File: src/rtl/muldiv_pkg.sv
// Shared definitions for the sequential multiply/divide unit: FSM encoding,
// iteration count, SrcOut select codes and an operand magnitude helper.
package muldiv_pkg;

   typedef enum logic [1:0] {
      IDLE = 2'd0,
      MULT = 2'd1,
      DIV  = 2'd2,
      DONE = 2'd3
   } state_t;

   localparam logic [5:0] ITER = 6'd32;

   localparam logic [2:0] SRC_LO     = 3'd0;
   localparam logic [2:0] SRC_HI     = 3'd1;
   localparam logic [2:0] SRC_LT     = 3'd2;
   localparam logic [2:0] SRC_RESULT = 3'd3;
   localparam logic [2:0] SRC_OR     = 3'd4;
   localparam logic [2:0] SRC_SHIFT  = 3'd5;

   function automatic logic [31:0] mag32(input logic [31:0] x);
      return x[31] ? (~x + 32'd1) : x;
   endfunction

endpackage

File: src/rtl/muldiv_step.sv
// One iteration of the radix-2 Booth multiplier and, when MULDIV_SEQ_DIV_EN is
// defined, one restoring-division step; purely combinational.
module muldiv_step (
   input  logic [32:0] i_acc,
   input  logic [31:0] i_q,
   input  logic        i_qm1,
   input  logic [31:0] i_m,
`ifdef MULDIV_SEQ_DIV_EN
   output logic [31:0] o_div_rem,
   output logic [31:0] o_div_q,
`endif
   output logic [32:0] o_booth_acc,
   output logic [31:0] o_booth_q,
   output logic        o_booth_qm1
);

   logic [32:0] w_m_ext;
   logic [32:0] w_sum;

   assign w_m_ext = {i_m[31], i_m};

   // Accumulator is one bit wider than the operand so adding or subtracting
   // 0x80000000 can never overflow before the arithmetic shift.
   always_comb begin
      w_sum = i_acc;
      case ({i_q[0], i_qm1})
         2'b01:   w_sum = i_acc + w_m_ext;
         2'b10:   w_sum = i_acc - w_m_ext;
         default: w_sum = i_acc;
      endcase
   end

   assign o_booth_acc = {w_sum[32], w_sum[32:1]};
   assign o_booth_q   = {w_sum[0], i_q[31:1]};
   assign o_booth_qm1 = i_q[0];

`ifdef MULDIV_SEQ_DIV_EN
   logic [32:0] w_shift;
   logic [32:0] w_diff;

   // Partial remainder stays below the divisor, so the trial difference fits
   // in 33 bits and its top bit is the restore decision.
   assign w_shift = {i_acc[31:0], i_q[31]};
   assign w_diff  = w_shift - {1'b0, i_m};

   always_comb begin
      o_div_rem = w_diff[31:0];
      o_div_q   = {i_q[30:0], 1'b1};
      if (w_diff[32]) begin
         o_div_rem = w_shift[31:0];
         o_div_q   = {i_q[30:0], 1'b0};
      end
   end
`endif

endmodule

File: src/rtl/muldiv_seq.sv
// Sequential signed 32x32 multiply / divide with Hi/Lo registers; 32 busy cycles then a done pulse.
// Divider is compiled in only when MULDIV_SEQ_DIV_EN is defined; otherwise start_div reports via div_zero.
module muldiv_seq
   import muldiv_pkg::*;
(
   input  logic        clk,
   input  logic        rst_n,
   input  logic        start_mult,
   input  logic        start_div,
   input  logic [31:0] a,
   input  logic [31:0] b,
   input  logic        hi_we,
   input  logic        lo_we,
   input  logic [31:0] wdata,
   output logic [31:0] hi,
   output logic [31:0] lo,
   output logic        busy,
   output logic        done,
   output logic        div_zero
);

   state_t      r_state;
   state_t      w_state_nx;
   logic [5:0]  r_cnt;
   logic [32:0] r_acc;
   logic [31:0] r_q;
   logic        r_qm1;
   logic [31:0] r_m;
   logic [31:0] r_hi;
   logic [31:0] r_lo;
   logic        r_dz;

   logic        w_busy;
   logic        w_can_start;
   logic        w_go_mult;
   logic        w_go_div;
   logic        w_last;
   logic [32:0] w_booth_acc;
   logic [31:0] w_booth_q;
   logic        w_booth_qm1;

`ifdef MULDIV_SEQ_DIV_EN
   logic        r_q_neg;
   logic        r_r_neg;
   logic        w_b_zero;
   logic [31:0] w_div_rem;
   logic [31:0] w_div_q;
   logic [31:0] w_quo_fix;
   logic [31:0] w_rem_fix;

   assign w_b_zero  = (b == 32'd0);
   assign w_quo_fix = r_q_neg ? (~w_div_q + 32'd1) : w_div_q;
   assign w_rem_fix = r_r_neg ? (~w_div_rem + 32'd1) : w_div_rem;
`endif

   assign w_busy      = (r_state == MULT) || (r_state == DIV);
   assign w_can_start = (r_state == IDLE) || (r_state == DONE);
   assign w_go_mult   = w_can_start && start_mult;
   assign w_go_div    = w_can_start && !start_mult && start_div;
   assign w_last      = (r_cnt == 6'd1);

   assign hi       = r_hi;
   assign lo       = r_lo;
   assign busy     = w_busy;
   assign done     = (r_state == DONE);
   assign div_zero = r_dz;

   muldiv_step u_step (
      .i_acc       (r_acc),
      .i_q         (r_q),
      .i_qm1       (r_qm1),
      .i_m         (r_m),
`ifdef MULDIV_SEQ_DIV_EN
      .o_div_rem   (w_div_rem),
      .o_div_q     (w_div_q),
`endif
      .o_booth_acc (w_booth_acc),
      .o_booth_q   (w_booth_q),
      .o_booth_qm1 (w_booth_qm1)
   );

   always_ff @(posedge clk or negedge rst_n) begin
      if (!rst_n) begin
         r_state <= IDLE;
      end else begin
         r_state <= w_state_nx;
      end
   end

   always_comb begin
      w_state_nx = r_state;
      case (r_state)
         IDLE, DONE: begin
            if (w_go_mult) begin
               w_state_nx = MULT;
            end else if (w_go_div) begin
`ifdef MULDIV_SEQ_DIV_EN
               w_state_nx = w_b_zero ? DONE : DIV;
`else
               w_state_nx = DONE;
`endif
            end else begin
               w_state_nx = IDLE;
            end
         end
         MULT: begin
            if (w_last) w_state_nx = DONE;
         end
`ifdef MULDIV_SEQ_DIV_EN
         DIV: begin
            if (w_last) w_state_nx = DONE;
         end
`endif
         default: w_state_nx = IDLE;
      endcase
   end

   always_ff @(posedge clk or negedge rst_n) begin
      if (!rst_n) begin
         r_cnt   <= '0;
         r_acc   <= '0;
         r_q     <= '0;
         r_qm1   <= 1'b0;
         r_m     <= '0;
         r_hi    <= '0;
         r_lo    <= '0;
         r_dz    <= 1'b0;
`ifdef MULDIV_SEQ_DIV_EN
         r_q_neg <= 1'b0;
         r_r_neg <= 1'b0;
`endif
      end else begin
         r_dz <= 1'b0;
         // An MT write accepted with a start lands now; the result overwrites it later.
         if (!w_busy) begin
            if (hi_we) r_hi <= wdata;
            if (lo_we) r_lo <= wdata;
         end
         case (r_state)
            IDLE, DONE: begin
               if (w_go_mult) begin
                  r_acc <= '0;
                  r_q   <= a;
                  r_qm1 <= 1'b0;
                  r_m   <= b;
                  r_cnt <= ITER;
               end else if (w_go_div) begin
`ifdef MULDIV_SEQ_DIV_EN
                  if (w_b_zero) begin
                     r_dz <= 1'b1;
                  end else begin
                     r_acc   <= '0;
                     r_q     <= mag32(a);
                     r_qm1   <= 1'b0;
                     r_m     <= mag32(b);
                     r_cnt   <= ITER;
                     r_q_neg <= a[31] ^ b[31];
                     r_r_neg <= a[31];
                  end
`else
                  r_dz <= 1'b1;
`endif
               end
            end
            MULT: begin
               r_acc <= w_booth_acc;
               r_q   <= w_booth_q;
               r_qm1 <= w_booth_qm1;
               r_cnt <= r_cnt - 6'd1;
               if (w_last) begin
                  r_hi <= w_booth_acc[31:0];
                  r_lo <= w_booth_q;
               end
            end
`ifdef MULDIV_SEQ_DIV_EN
            DIV: begin
               r_acc <= {1'b0, w_div_rem};
               r_q   <= w_div_q;
               r_cnt <= r_cnt - 6'd1;
               if (w_last) begin
                  r_hi <= w_rem_fix;
                  r_lo <= w_quo_fix;
               end
            end
`endif
            default: ;
         endcase
      end
   end

endmodule

File: config.mk
export PLATFORM = sky130hd
export DESIGN_NAME = muldiv_seq
export DESIGN_NICKNAME = d
export VERILOG_FILES = /design/src/rtl/muldiv_pkg.sv /design/src/rtl/muldiv_step.sv /design/src/rtl/muldiv_seq.sv
export SDC_FILE = /design/constraint.sdc
export NUM_CORES = 1
export LEC_CHECK = 0
export CAP_MARGIN = 10
export CORE_MARGIN = 1
export CORE_UTILIZATION = 45
export CTS_CLUSTER_DIAMETER = 80
export DETAILED_ROUTE_END_ITERATION = 8
export PLACE_DENSITY = 0.78
export SLEW_MARGIN = 20
export SYNTH_ARGS = -nofsm -noshare
export SYNTH_HDL_FRONTEND = slang
export SYNTH_HIERARCHICAL = 1
export SYNTH_SLANG_ARGS = --single-unit
export TNS_END_PERCENT = 30
File: constraint.sdc
create_clock -name clk -period 7 [get_ports clk]
set_input_delay 1.4 -clock clk [delete_from_list [all_inputs] [get_ports clk]]
set_output_delay 1.4 -clock clk [all_outputs]
set_load 0.05 [all_outputs]
==> results.yml <==
clock_network:
  clk_transition_reported_paths_ps: 70
  clock_tree.htree_level_count: 4
  cts_hold_repair.buffers: 0
  cts-resized-gates: 0
  tritoncts_num_sinks: 171
  max-clock-path-buffers: 2
  clk_latency_ps: 430
  cts_made_buffers: 17
  tritoncts: "done"
  setup_fix_buffers_added_after_clock_tree_synthesis: 0
  cts-root-buf: "clkbuf_16"
yosys:
  number_of_flops_mapped_to_enable_cells_by_yosys: 0
  yosysTopAreaCellShare_pct: 39.2
  synth.ff_latch_count: 171
  ys_types: 62
  synth-main-ff-cell: "dfrtp_1"
  netlist_instances: 1075
  synth-seq-area-share_pct: 39.2
  synthDominantAreaCellType: "dfrtp_1"
  synth.yosys.warnings: 6
  post_synth_instance_area_mm2: 0.0109
  ys_async_sr_fraction_pct: 100
  postSynthNetCount: 1217
  post_synth.cell_area_avg_um2: 10.1
  synth.area.top_cells: "dfrtp_1 39%, mux2_2 11%, mux2_4 8.4%, nand2_1 5.4%, o21ai_0 4.7%"
place:
  placed_cell_area_mm2: 0.0125
  placedCellCount: 1483
  gp_routability_congestion: 0.937
  numPortBuffers: 168
  dp_wirelength_um: 19600
drt:
  post-route-drc-count: 0
  iter_0_drt_violations: 440
  vias: 8277
  route.final.wire_length_um: 26400
  vias_cell: 5.46
  ant_nets: 0
  detail_route.wl_per_cell_um: 17.4
  drt-pass1-iter-count: 5
worst_setup_path:
  cp_top_family: "simple AND/OR/NAND/NOR gates"
  worstPathArrival_ps: 4810
  worstPathMaxFanout: 6
  critPathRequiredTime_ps: 7310
  critical_path.slowest_cell: "or4_4"
  cpPeakStageDelay_ps: 540
  path_cells: "or4_4 > or3_4 > nor4_1 > nand2_1 > nor2_1 > a21oi_1 > xnor2_1 > ha_1 > nand2_1 > nor2_1 > nand3_1 > o311ai_0 > xnor2_1 > o21ai_1 > mux2_4"
  cp-start-kind: "register"
  cp-startpoint: "r_m[15]"
  setup.worst_path.class: "reg -> reg"
  critical_path_buf_inv_count: 0
  endpoint_kind: "register"
  r2r_start: "r_m[15]"
layout:
  sequential_cell_area_mm2: 0.00428
  areaGrowthSynthToFinish_pct: 20.8
  instances_no_fill: 1516
  filler_cell_count: 2007
  area_used_by_multi_input_combinational_logic_mm2: 0.00600
  num_antenna_cells: 0
  layout.cell_area.non_filler_mm2: 0.0132
  layout.nets: 1326
  drive_above_1_share_pct: 18.4
min_path:
  hold_path_class: "reg -> reg"
  hold_start: "r_qm1"
floorplanning:
  die-width_um: 158
  placeableCoreArea_mm2: 0.0236
  num_io_pins: 169
  floorplan.initialDensity_pct: 46.2
  die_h_um: 158
  die-area_mm2: 0.0249
  row_count: 56
sta:
  final-setup-viol-count: 0
  layout_min_cycle_time_ps: 4500
  maxSlewHeadroom_pct: 30.5
  final_hold_viol_count: 0
  max_slew.worst_pin.slew_ps: 1040
  clock-skew-final_ps: 10.8
  setup_tns_ps: 0
  worst_hold_slack_ps: 493
  layout_worst_path_cycle_share_pct: 64.3
  report.final.slew_viol_count: 0
  grt_setup_unrepaired: "no"
  maxClockFrequency_ghz: 0.222
grt:
  groute.usage.overall_pct: 21.6
  grt_pass1_vias: 7969
  antenna_found_initial: 0
  grt_pass1_wl_um: 41700
  grt_overflow_total: 0
  largest_net_degree_at_the_start_of_global_routing: 97
job:
  drv_cap: 0
run_status:
  outcome: "complete, no violations"
sequential cells by signal, summed over array words and instances, names as in the netlist:
signal    cells
hi           32
r_cnt         6
r_qm1         1
r_m          32
div_zero      1
r_q          32
r_acc        33
lo           32
r_state       2
final cells by class:
cell class	instances	share of cell area (%)
multi-input cells	790	45.6
flip-flops and latches	171	32.5
repair buffers	179	13.6
clock buffers	19	3.29
well taps	319	3.03
clock inverters	13	1.35
inverters	25	0.712
synthesized netlist by cell type (2+ instances only):
cell type	number
a211oi_1	4
a21o_1	8
a21oi_1	43
a221oi_1	3
a22oi_1	2
a31oi_1	6
a41oi_1	2
and2_1	2
and3_1	4
and3b_1	2
buf_2	20
buf_4	36
buf_6	6
clkbuf_1	26
dfrtp_1	171
ha_1	39
inv_1	25
mux2_2	104
mux2_4	61
mux2i_1	36
nand2_1	158
nand3_1	9
nand4_1	5
nor2_1	47
nor2b_1	8
nor3_1	14
nor3b_1	2
nor4_1	7
nor4b_1	2
o211ai_1	2
o21a_1	8
o21ai_0	102
o21ai_1	5
o21ba_2	2
o21bai_1	5
o22ai_1	4
o31ai_1	7
o41ai_1	2
or2_2	2
or3_1	6
xnor2_1	46
xor2_1	12
stage by stage:
| step | setup slack (ps) | util, % |
|---|---|---|
| after global routing | 2060 | 55.8 |
| after floorplan | 3010 | - |
| after global placement | 2690 | 53.1 |
| after detailed placement | 2550 | 53.1 |
| final | 2500 | 55.8 |
| after CTS | 2520 | 55.7 |
cells by family (layout without fill, tap and decap cells):
kind of cell             Yosys count  after routing  share of synthesized area, %
AND/OR/NAND/NOR                  277            277                          11.5
AO/OA/AOI/OAI                    213            213                          11.4
multiplexers                     202            202                          22.7
flip-flops                       171            171                          39.2
buffers and inverters            114            236                          5.81
XOR/XNOR                          58             58                          4.66
adder cells (fa/ha/maj)           40             40                          4.66
cells in the final DEF (no fill, tap or decap), types with 3 or more instances in the layout:
master / count
o22ai_1: 4
dfrtp_1: 171
mux2i_1: 36
inv_6: 5
nand2_1: 158
and3_1: 4
nor2_1: 47
nor3_1: 14
xor2_1: 12
ha_1: 38
xnor2_1: 46
a21o_1: 8
nand3_1: 9
nand4_1: 5
a211oi_1: 4
o21ai_0: 102
a31oi_1: 6
or3_1: 6
nor4_1: 7
o21bai_1: 5
mux2_2: 104
buf_4: 9
o21ai_1: 5
o31ai_1: 7
clkdlybuf4s50_1: 167
a21oi_1: 43
inv_1: 25
clkbuf_16: 17
mux2_4: 61
a221oi_1: 3
o21a_1: 8
nor2b_1: 8
bufinv_16: 3
path summary, 6_finish.rpt:
check | slack, ps | cells past startpoint | end
max | 2500 | 15 | hi[30]
min | 490 | 2 | r_qm1
max reg2reg | 2500 | 15 | hi[30]
min reg2reg | 490 | 2 | r_qm1
max in group asynchronous | 4850 | 2 | hi[20]
min in group asynchronous | 1010 | 1 | r_m[2]
worst min-delay path: stages (launching register included):
cell,delay [ps]
dfrtp_1,350
nand2_1,50
o21ai_0,60
routing by layer:
layer | vias up | track usage [%] | share of wire, %
met5 | - | 0 | 0
met1 | 3980 | 30.8 | 48
met2 | 286 | 33.6 | 44
met3 | 37 | 3.91 | 5.7
li1 | 3974 | - | -
met4 | 0 | 5.78 | 1.8
Power is not shown: default switching activity piles up to over one toggle a cycle in this logic, so the estimate is an artifact.
